[config.mk]
export PLATFORM = sky130hd
export DESIGN_NAME = vga_timing_generator
export DESIGN_NICKNAME = d
export VERILOG_FILES = /design/src/rtl/vga_timing_pkg.sv /design/src/rtl/sync_delay_line.sv /design/src/rtl/vga_timing_generator.sv
export SDC_FILE = /design/constraint.sdc
export NUM_CORES = 1
export LEC_CHECK = 0
export ABC_AREA = 1
export CAP_MARGIN = 0
export CELL_PAD_IN_SITES_DETAIL_PLACEMENT = 0
export CELL_PAD_IN_SITES_GLOBAL_PLACEMENT = 1
export CORE_MARGIN = 2
export CORE_UTILIZATION = 39
export CTS_CLUSTER_DIAMETER = 150
export DETAILED_ROUTE_END_ITERATION = 10
export GPL_TIMING_DRIVEN = 0
export PLACE_DENSITY = 0.85
export SETUP_SLACK_MARGIN = 0.5
export SLEW_MARGIN = 30
export SYNTH_ARGS = -nofsm -noshare
export SYNTH_HDL_FRONTEND = slang
export SYNTH_HIERARCHICAL = 1
export SYNTH_SLANG_ARGS = --single-unit
[constraint.sdc]
create_clock -name vga_clock -period 3.1 [get_ports vga_clock]
set_input_delay 0.62 -clock vga_clock [delete_from_list [all_inputs] [get_ports vga_clock]]
set_output_delay 0.62 -clock vga_clock [all_outputs]
set_load 0.03 [all_outputs]
[src/rtl/vga_timing_pkg.sv]
// rtl/vga_timing_pkg.sv - default 640x480@60 raster constants, raster position type and window helper
package vga_timing_pkg;

    localparam int DEF_H_VISIBLE = 640;
    localparam int DEF_H_FRONT   = 16;
    localparam int DEF_H_SYNC    = 96;
    localparam int DEF_H_BACK    = 48;
    localparam int DEF_V_VISIBLE = 480;
    localparam int DEF_V_FRONT   = 10;
    localparam int DEF_V_SYNC    = 2;
    localparam int DEF_V_BACK    = 33;

    localparam int DEF_H_TOTAL     = DEF_H_VISIBLE + DEF_H_FRONT + DEF_H_SYNC + DEF_H_BACK;
    localparam int DEF_V_TOTAL     = DEF_V_VISIBLE + DEF_V_FRONT + DEF_V_SYNC + DEF_V_BACK;
    localparam int DEF_HSYNC_START = DEF_H_VISIBLE + DEF_H_FRONT;
    localparam int DEF_HSYNC_END   = DEF_HSYNC_START + DEF_H_SYNC;
    localparam int DEF_VSYNC_START = DEF_V_VISIBLE + DEF_V_FRONT;
    localparam int DEF_VSYNC_END   = DEF_VSYNC_START + DEF_V_SYNC;

    typedef struct packed {
        int   row;
        int   column;
        logic display_enable;
    } raster_pos_t;

    function automatic logic in_window(input int value, input int start, input int length);
        return (value >= start) && (value < start + length);
    endfunction

endpackage

[src/rtl/sync_delay_line.sv]
// rtl/sync_delay_line.sv - reset-to-1 shift register that delays active-low sync signals
module sync_delay_line #(
    parameter int WIDTH = 2,
    parameter int DEPTH = 1
) (
    input  logic             vga_clock,
    input  logic             reset,
    input  logic [WIDTH-1:0] din,
    output logic [WIDTH-1:0] dout
);

    logic [WIDTH-1:0] stage [DEPTH];

    // Idle level of an active-low sync is 1, so every stage resets inactive.
    always_ff @(posedge vga_clock or negedge reset) begin
        if (!reset) begin
            for (int i = 0; i < DEPTH; i++) begin
                stage[i] <= '1;
            end
        end else begin
            stage[0] <= din;
            for (int i = 1; i < DEPTH; i++) begin
                stage[i] <= stage[i-1];
            end
        end
    end

    assign dout = stage[DEPTH-1];

endmodule

[src/rtl/vga_timing_generator.sv]
// rtl/vga_timing_generator.sv - free-running VGA raster counters, syncs and frame pulses; VGA_SYNC_DELAY_EN adds sync lag
module vga_timing_generator
    import vga_timing_pkg::*;
#(
    parameter int H_VISIBLE  = DEF_H_VISIBLE,
    parameter int H_FRONT    = DEF_H_FRONT,
    parameter int H_SYNC     = DEF_H_SYNC,
    parameter int H_BACK     = DEF_H_BACK,
    parameter int V_VISIBLE  = DEF_V_VISIBLE,
    parameter int V_FRONT    = DEF_V_FRONT,
    parameter int V_SYNC     = DEF_V_SYNC,
    parameter int V_BACK     = DEF_V_BACK,
    parameter int SYNC_DELAY = 1
) (
    input  logic       vga_clock,
    input  logic       reset,
    output int         column,
    output int         row,
    output logic       display_enable,
    output logic       hsync,
    output logic       vsync,
    output logic       line_start,
    output logic       frame_start,
    output logic [7:0] frame_count
);

    localparam int H_TOTAL     = H_VISIBLE + H_FRONT + H_SYNC + H_BACK;
    localparam int V_TOTAL     = V_VISIBLE + V_FRONT + V_SYNC + V_BACK;
    localparam int HSYNC_START = H_VISIBLE + H_FRONT;
    localparam int VSYNC_START = V_VISIBLE + V_FRONT;

    raster_pos_t next_pos;
    logic        hsync_q;
    logic        vsync_q;
    logic        next_is_origin;

    always_comb begin
        next_pos.column = column + 1;
        next_pos.row    = row;
        if (column >= H_TOTAL - 1) begin
            next_pos.column = 0;
            next_pos.row    = (row >= V_TOTAL - 1) ? 0 : row + 1;
        end
        next_pos.display_enable = (next_pos.column < H_VISIBLE) && (next_pos.row < V_VISIBLE);
        next_is_origin          = (next_pos.column == 0) && (next_pos.row == 0);
    end

    // Reset parks the counters on the last pixel so the first edge lands on (0,0).
    always_ff @(posedge vga_clock or negedge reset) begin
        if (!reset) begin
            column         <= H_TOTAL - 1;
            row            <= V_TOTAL - 1;
            display_enable <= 1'b0;
            line_start     <= 1'b0;
            frame_start    <= 1'b0;
            frame_count    <= 8'd0;
            hsync_q        <= 1'b1;
            vsync_q        <= 1'b1;
        end else begin
            column         <= next_pos.column;
            row            <= next_pos.row;
            display_enable <= next_pos.display_enable;
            line_start     <= (next_pos.column == 0);
            frame_start    <= next_is_origin;
            hsync_q        <= !in_window(next_pos.column, HSYNC_START, H_SYNC);
            vsync_q        <= !in_window(next_pos.row, VSYNC_START, V_SYNC);
            if (next_is_origin) begin
                frame_count <= frame_count + 8'd1;
            end
        end
    end

`ifdef VGA_SYNC_DELAY_EN
    logic [1:0] sync_delayed;

    sync_delay_line #(
        .WIDTH (2),
        .DEPTH (SYNC_DELAY)
    ) u_sync_delay (
        .vga_clock (vga_clock),
        .reset     (reset),
        .din       ({hsync_q, vsync_q}),
        .dout      (sync_delayed)
    );

    assign hsync = sync_delayed[1];
    assign vsync = sync_delayed[0];
`else
    // Without the delay line the syncs stay aligned with the counters.
    if (SYNC_DELAY >= 0) begin : g_sync_direct
        assign hsync = hsync_q;
        assign vsync = vsync_q;
    end
`endif

endmodule

==> results of run 1 <==
through the flow:
step,instance area [um^2],worst slack (ns),hold slack [ns],utilization [%]
2_1_floorplan,5590,0.667,0.324,-
3_3_place_gp,6600,-1.44,0.498,47.3
3_5_place_dp,6630,0.298,0.503,47.5
4_1_cts,7300,0.495,0.174,52.4
5_1_grt,7680,0.320,0.199,55.1
6_report,7680,0.471,0.166,55.1
worst max-delay path by stage:
| stage | from | depth (start not counted) | slack (ns) | endpoint |
|---|---|---|---|---|
| 2_1_floorplan | column[0] | 17 | 0.67 | frame_count[4] |
| 3_3_place_gp | reset | 1 | -1.44 | row[13] |
| 3_5_place_dp | column[0] | 17 | 0.30 | frame_count[4] |
| 4_1_cts | column[0] | 20 | 0.50 | frame_count[3] |
| 5_1_grt | column[14] | 19 | 0.32 | frame_count[3] |
| 6_report | column[0] | 19 | 0.47 | frame_count[0] |
repair_timing:
item / 4_1_cts / 5_1_grt
pin swaps: 15 / 29
buffers inserted: 22 / 24
cloned: 3 / 1
endpoints found under the setup margin: 11 / 14
resized for setup: 50 / 59
state kept, by name (all words and copies together), names as in the netlist:
register,cells
column,32
display_enable,1
frame_count,8
frame_start,1
hsync,1
line_start,1
row,32
vsync,1
power by group through the flow:
stage	clock network [mW]	registers, mW	logic [mW]
2_1_floorplan	0	1.02	0.00000209
3_3_place_gp	0	1.02	0.0222
3_5_place_dp	0	1.02	0.0273
4_1_cts	1.00	1.01	0.0274
5_1_grt	1.04	1.00	0.0303
6_report	0.979	1.01	0.0256
metal layers:
layer	track usage, %	wire [um]	vias up
li1	-	-	2949
met1	35.7	8610	2758
met2	38.2	8220	182
met3	3.80	1190	24
met4	7.53	303	0
met5	0	0	-
placed cells by master (no fill, tap or decap), types with 3 or more instances in the layout:
cell	netlist	routed
a21oi_2	1	5
dfrtp_1	65	51
clkbuf_1	3	5
nor2_2	18	26
nand2_1	266	244
and3_1	3	3
buf_8	0	3
nand4_1	23	23
nand3_1	74	68
nor2_1	135	118
nand3_2	10	15
clkinv_2	0	4
clkdlybuf4s50_1	0	77
nor3_1	13	12
inv_2	1	4
dfstp_2	12	12
nor2_4	8	18
dfrtp_2	0	14
buf_4	4	40
o21ai_0	11	10
xor2_1	18	18
nand3_4	1	3
a21oi_1	13	9
buf_6	6	12
nand3b_1	4	4
xnor2_1	6	6
nand2_4	1	4
nand2_2	6	25
inv_1	127	123
clkbuf_16	0	10
buf_12	0	4
cell families after synthesis:
| kind of cell | share of synthesized area, % |
|---|---|
| compound gates | 3.67 |
| xor+xnor | 3.76 |
| fa+ha+maj | 0.895 |
| buf+inv | 10.7 |
| flops | 34.7 |
| simple gates | 46.2 |
layout make-up:
cell class	count	area [um^2]
Buffer	15	171
Clock buffer	11	233
Clock inverter	5	28.8
Fill cell	1390	6250
Inverter	128	483
Multi-Input combinational cell	635	3330
Sequential cell	77	1960
Tap cell	180	225
Timing Repair Buffer	127	1260
==> results.json, run 1 <==
{
  "dr_total_vias": 5913,
  "die_height_um": 124,
  "clock-root-buffer": "clkbuf_16",
  "clock_sinks": 77,
  "hold_path.class": "in2async",
  "cap_violations": 0,
  "clkPwrFrac_pct": 48.7,
  "area_growth_pct": 37.4,
  "dpl.cell_count": 1112,
  "p_comb_share_pct": 1.3,
  "status": "complete, no violations",
  "critPathMostFrequentCell": "nor2_2",
  "reg2reg_depth": 19,
  "diodes": 0,
  "antenna_found_initial": 0,
  "finalSetupViolations": 0,
  "syn_area_um2": 5590,
  "ir_drop_mv": 0.249,
  "grt_usage_pct": 24.7,
  "synth_top_area_share_pct": 29.1,
  "syn-num-nets": 859,
  "grt_pass1_wl_um": 28700,
  "r2r_start": "column[0]",
  "p_seq_share_pct": 50.0,
  "start_kind": "flip-flop",
  "place.gp.congestion": 0.902,
  "setup_tns_ns": 0,
  "cts_tree": "yes",
  "insertion_delay_ns": 0.35,
  "fmax_mhz": 380,
  "switching_share_pct": 22.9,
  "internal_power_mw": 1.55,
  "synth.avg_cell_area_um2": 6.55,
  "vias_per_cell": 5.02,
  "p_sw_uw": 461,
  "drc": 0,
  "grt_max_degree": 43,
  "power.density_nw_per_um2": 262,
  "worstPathCellList": "ha_4 > nand2_4 > nor2_4 > nor2_2 > nor2_4 > nor2_2 > nor2_4 > buf_6 > buf_6 > buf_12 > nor2_2 > nor2_1 > nand2_1 > nor2_2 > nand3_2 > inv_4 > nand3_4 > nand2_1 > nand2_1",
  "cts_buffers": 9,
  "port_buffers": 78,
  "end_kind": "flip-flop",
  "overflow": 0,
  "cp.buffers_inverters": 4,
  "min_period_ns": 2.63,
  "cp_max_fo": 5,
  "drt_iter0_drc": 368,
  "worst_slew_pin_slew_ns": 0.592,
  "synth_area_leaders": "dfrtp_1, nand2_1, nor2_1",
  "period_share_pct": 84.8,
  "holdBufCountCts": 0,
  "worstReg2RegEnd": "frame_count[0]",
  "dp_hpwl_um": 12900,
  "htree_levels": 3,
  "fp-row-count": 43,
  "grt_pass1_vias": 5454,
  "critPathMaxStageDelay_ns": 0.57,
  "crit_path_top_delay_cell": "dfstp_2",
  "synth_cell_type_count": 42,
  "synth.top_cells.by_count": "nand2_1, nor2_1, inv_1",
  "cts_buffer_depth": 2,
  "clkTransAtPathRegs_ns": 0.06,
  "drive_gt1_share_pct": 21.5,
  "io_pins": 79,
  "die_area_um2": 15300,
  "worstPathRequired_ns": 3.34,
  "power.leakage_nw": 3.86,
  "synth_edf_count": 0,
  "synth_cells": 853,
  "critPathArrivalTime_ns": 2.87,
  "synth_most_common_cell": "nand2_1",
  "final_hold_viol_count": 0,
  "seq_area_frac_synth_pct": 34.7,
  "async_flop_share_pct": 100,
  "yosys.area.top_type": "dfrtp_1",
  "wirelength_um": 18300,
  "crit_family": "simple AND/OR/NAND/NOR gates",
  "die_w_um": 124,
  "synthFlopType": "dfrtp_1",
  "initial_core_util_pct": 40.1,
  "dr.pass1.iters": 5,
  "wl_per_cell_um": 15.6,
  "maxSlewViolCount": 0,
  "yosysWarnings": 6,
  "final_cells": 1178,
  "ys_ff_latch": 77,
  "critical_path_class": "reg2reg",
  "skew_ns": 0.00889,
  "r2r_slack_ns": 0.47,
  "slew_headroom_pct": 60.5,
  "final_antenna_net_count": 0,
  "nNetsFinal": 999,
  "core_area_um2": 13900,
  "power.total_mw": 2.01,
  "rsz0062_at_grt": "true"
}
Power figures use the tool's default switching activity.
==> inputs of run 2 (changes only) <==
--- a/config.mk
+++ b/config.mk
@@ -10,11 +10,11 @@
 export CELL_PAD_IN_SITES_DETAIL_PLACEMENT = 0
 export CELL_PAD_IN_SITES_GLOBAL_PLACEMENT = 1
 export CORE_MARGIN = 2
-export CORE_UTILIZATION = 39
+export CORE_UTILIZATION = 35
 export CTS_CLUSTER_DIAMETER = 150
 export DETAILED_ROUTE_END_ITERATION = 10
 export GPL_TIMING_DRIVEN = 0
-export PLACE_DENSITY = 0.85
+export PLACE_DENSITY = 0.8
 export SETUP_SLACK_MARGIN = 0.5
 export SLEW_MARGIN = 30
 export SYNTH_ARGS = -nofsm -noshare
==> constraint.sdc (replaced) <==
create_clock -name vga_clock -period 2.35 [get_ports vga_clock]
set_input_delay 0.47 -clock vga_clock [delete_from_list [all_inputs] [get_ports vga_clock]]
set_output_delay 0.47 -clock vga_clock [all_outputs]
set_load 0.03 [all_outputs]
==> results.json, run 2 (synthesis gave the netlist of run 1 again) <==
{
  "status": "complete, but fails checks",
  "violations": "setup timing",
  "drt_iter0_drc": 382,
  "finalSetupViolations": 14,
  "cap_violations": 0,
  "clock_sinks": 77,
  "rsz0062_at_grt": "true",
  "worst_slew_pin_slew_ns": 0.546,
  "insertion_delay_ns": 0.35,
  "overflow": 0,
  "clock-root-buffer": "clkbuf_16",
  "wl_per_cell_um": 16.2,
  "antenna_found_initial": 0,
  "critPathArrivalTime_ns": 2.98,
  "io_pins": 79,
  "grt_pass1_vias": 5647,
  "power.density_nw_per_um2": 327,
  "cts_buffers": 9,
  "power.total_mw": 2.90,
  "critPathMostFrequentCell": "nor2_4",
  "place.gp.congestion": 0.873,
  "ir_drop_mv": 0.313,
  "hold_path.class": "reg2reg",
  "htree_levels": 3,
  "slew_headroom_pct": 63.2,
  "die_height_um": 130,
  "final_hold_viol_count": 0,
  "crit_path_top_delay_cell": "dfstp_2",
  "critical_path_class": "reg2reg",
  "cp_max_fo": 10,
  "maxSlewViolCount": 0,
  "cts_buffer_depth": 2,
  "cts_tree": "yes",
  "power.leakage_nw": 4.63,
  "area_growth_pct": 58.7,
  "layout_common_cells": "nand2_1, inv_1, nor2_1",
  "die_w_um": 130,
  "min_period_ns": 2.73,
  "worstPathCellList": "ha_4 > nand2_4 > nor2_4 > nor2_4 > nor2_4 > nor2_4 > nor2_4 > buf_12 > nand2_4 > buf_12 > nand3_2 > nand2_1 > nor2_1 > nand2_2 > nor2_4 > nand3_4 > nand2_2 > nand2_1",
  "skew_ns": 0.00616,
  "final_antenna_net_count": 0,
  "start_kind": "flip-flop",
  "core_area_um2": 15800,
  "critPathMaxStageDelay_ns": 0.56,
  "grt_max_degree": 58,
  "die_area_um2": 17000,
  "end_kind": "flip-flop",
  "drive_gt1_share_pct": 34.9,
  "dr_total_vias": 6180,
  "clkTransAtPathRegs_ns": 0.06,
  "worstPathRequired_ns": 2.60,
  "grt_usage_pct": 23.6,
  "dr.pass1.iters": 5,
  "port_buffers": 78,
  "diodes": 0,
  "fmax_mhz": 366,
  "finalWorstSetupSlack_ns": -0.383,
  "setup_tns_ns": -4.14,
  "initial_core_util_pct": 35.4,
  "fp-row-count": 46,
  "dp_hpwl_um": 13100,
  "period_share_pct": 116,
  "nNetsFinal": 1046,
  "vias_per_cell": 4.90,
  "top_regs": "column: 32 flops, row: 32 flops, frame_count: 8 flops",
  "grt_pass1_wl_um": 30500,
  "drc": 0,
  "wirelength_um": 20400,
  "mostFrequentLayoutCell": "nand2_1",
  "r2r_slack_ns": -0.38
}
[run 2: cell count changes in the layout (fill, tap and decap cells not counted), moves of 17 or more]
cell             change
dlygate4sd2_1       +68
nand3_1             -28
clkdlybuf4s50_1     -76
nand2_1             -34
buf_4               +17
nand2_4             +19
[run 2: cell type report]
class	count	area [um^2]
inverters	128	485
plain buffers	15	220
multi-input cells	636	3920
flip-flops and latches	77	1960
clock buffers	10	229
repair buffers	173	1700
well taps	216	270
fillers	1519	6900
clock inverters	6	86.3
[run 2: metal layers]
| metal | GRT usage (%) | vias to the layer above | wire [um] |
|---|---|---|---|
| li1 | - | 3040 | - |
| met1 | 32.6 | 2912 | 8960 |
| met2 | 37.4 | 188 | 9650 |
| met3 | 5.29 | 40 | 1290 |
| met4 | 6.38 | 0 | 482 |
| met5 | 0 | - | 0 |
[run 2: metrics by stage]
step / hold slack [ns] / area, um^2 / utilization (%) / setup slack [ns] / instances
after global routing: 0.535 / 8870 / 56.3 / -0.525 / 1261
after CTS: 0.526 / 7960 / 50.5 / -0.256 / 1211
after global placement: 0.505 / 6760 / 42.8 / -2.50 / 1147
final: 0.517 / 8870 / 56.3 / -0.383 / 1261
after floorplan: 0.174 / 5700 / - / -0.0260 / 853
after detailed placement: 0.339 / 6780 / 43.0 / -0.425 / 1148
[run 2: report_power, final]
group	switching, mW	internal [mW]	total (mW)
combinational	0.0284	0.00754	0.0360
sequential	0	1.33	1.33
clock	0.607	0.931	1.54
[run 2: final timing paths]
kind                       cells past startpoint        endpoint       start
max                                           18  frame_count[2]   column[0]
min                                            1      column[20]  column[20]
max reg2reg                                   18  frame_count[2]   column[0]
min reg2reg                                    1      column[20]  column[20]
max in group asynchronous                      3       column[4]       reset
min in group asynchronous                      2         row[25]       reset
[run 2: critical path, delay by kind of cell (launching register included)]
kind | cells | cell delay [ns]
and+or+nand+nor | 15 | 1.59
DFF | 1 | 0.56
buffers and inverters | 2 | 0.30
adders and majority gates | 1 | 0.15
[run 2: timing repair]
item                                    CTS  global route
buffers inserted                         38            49
gates resized for setup                 217           142
cloned                                    8             1
pin swaps                                34            70
hold buffers                              1             0
hold endpoints to repair                 17             0
endpoints found under the setup margin  139            78
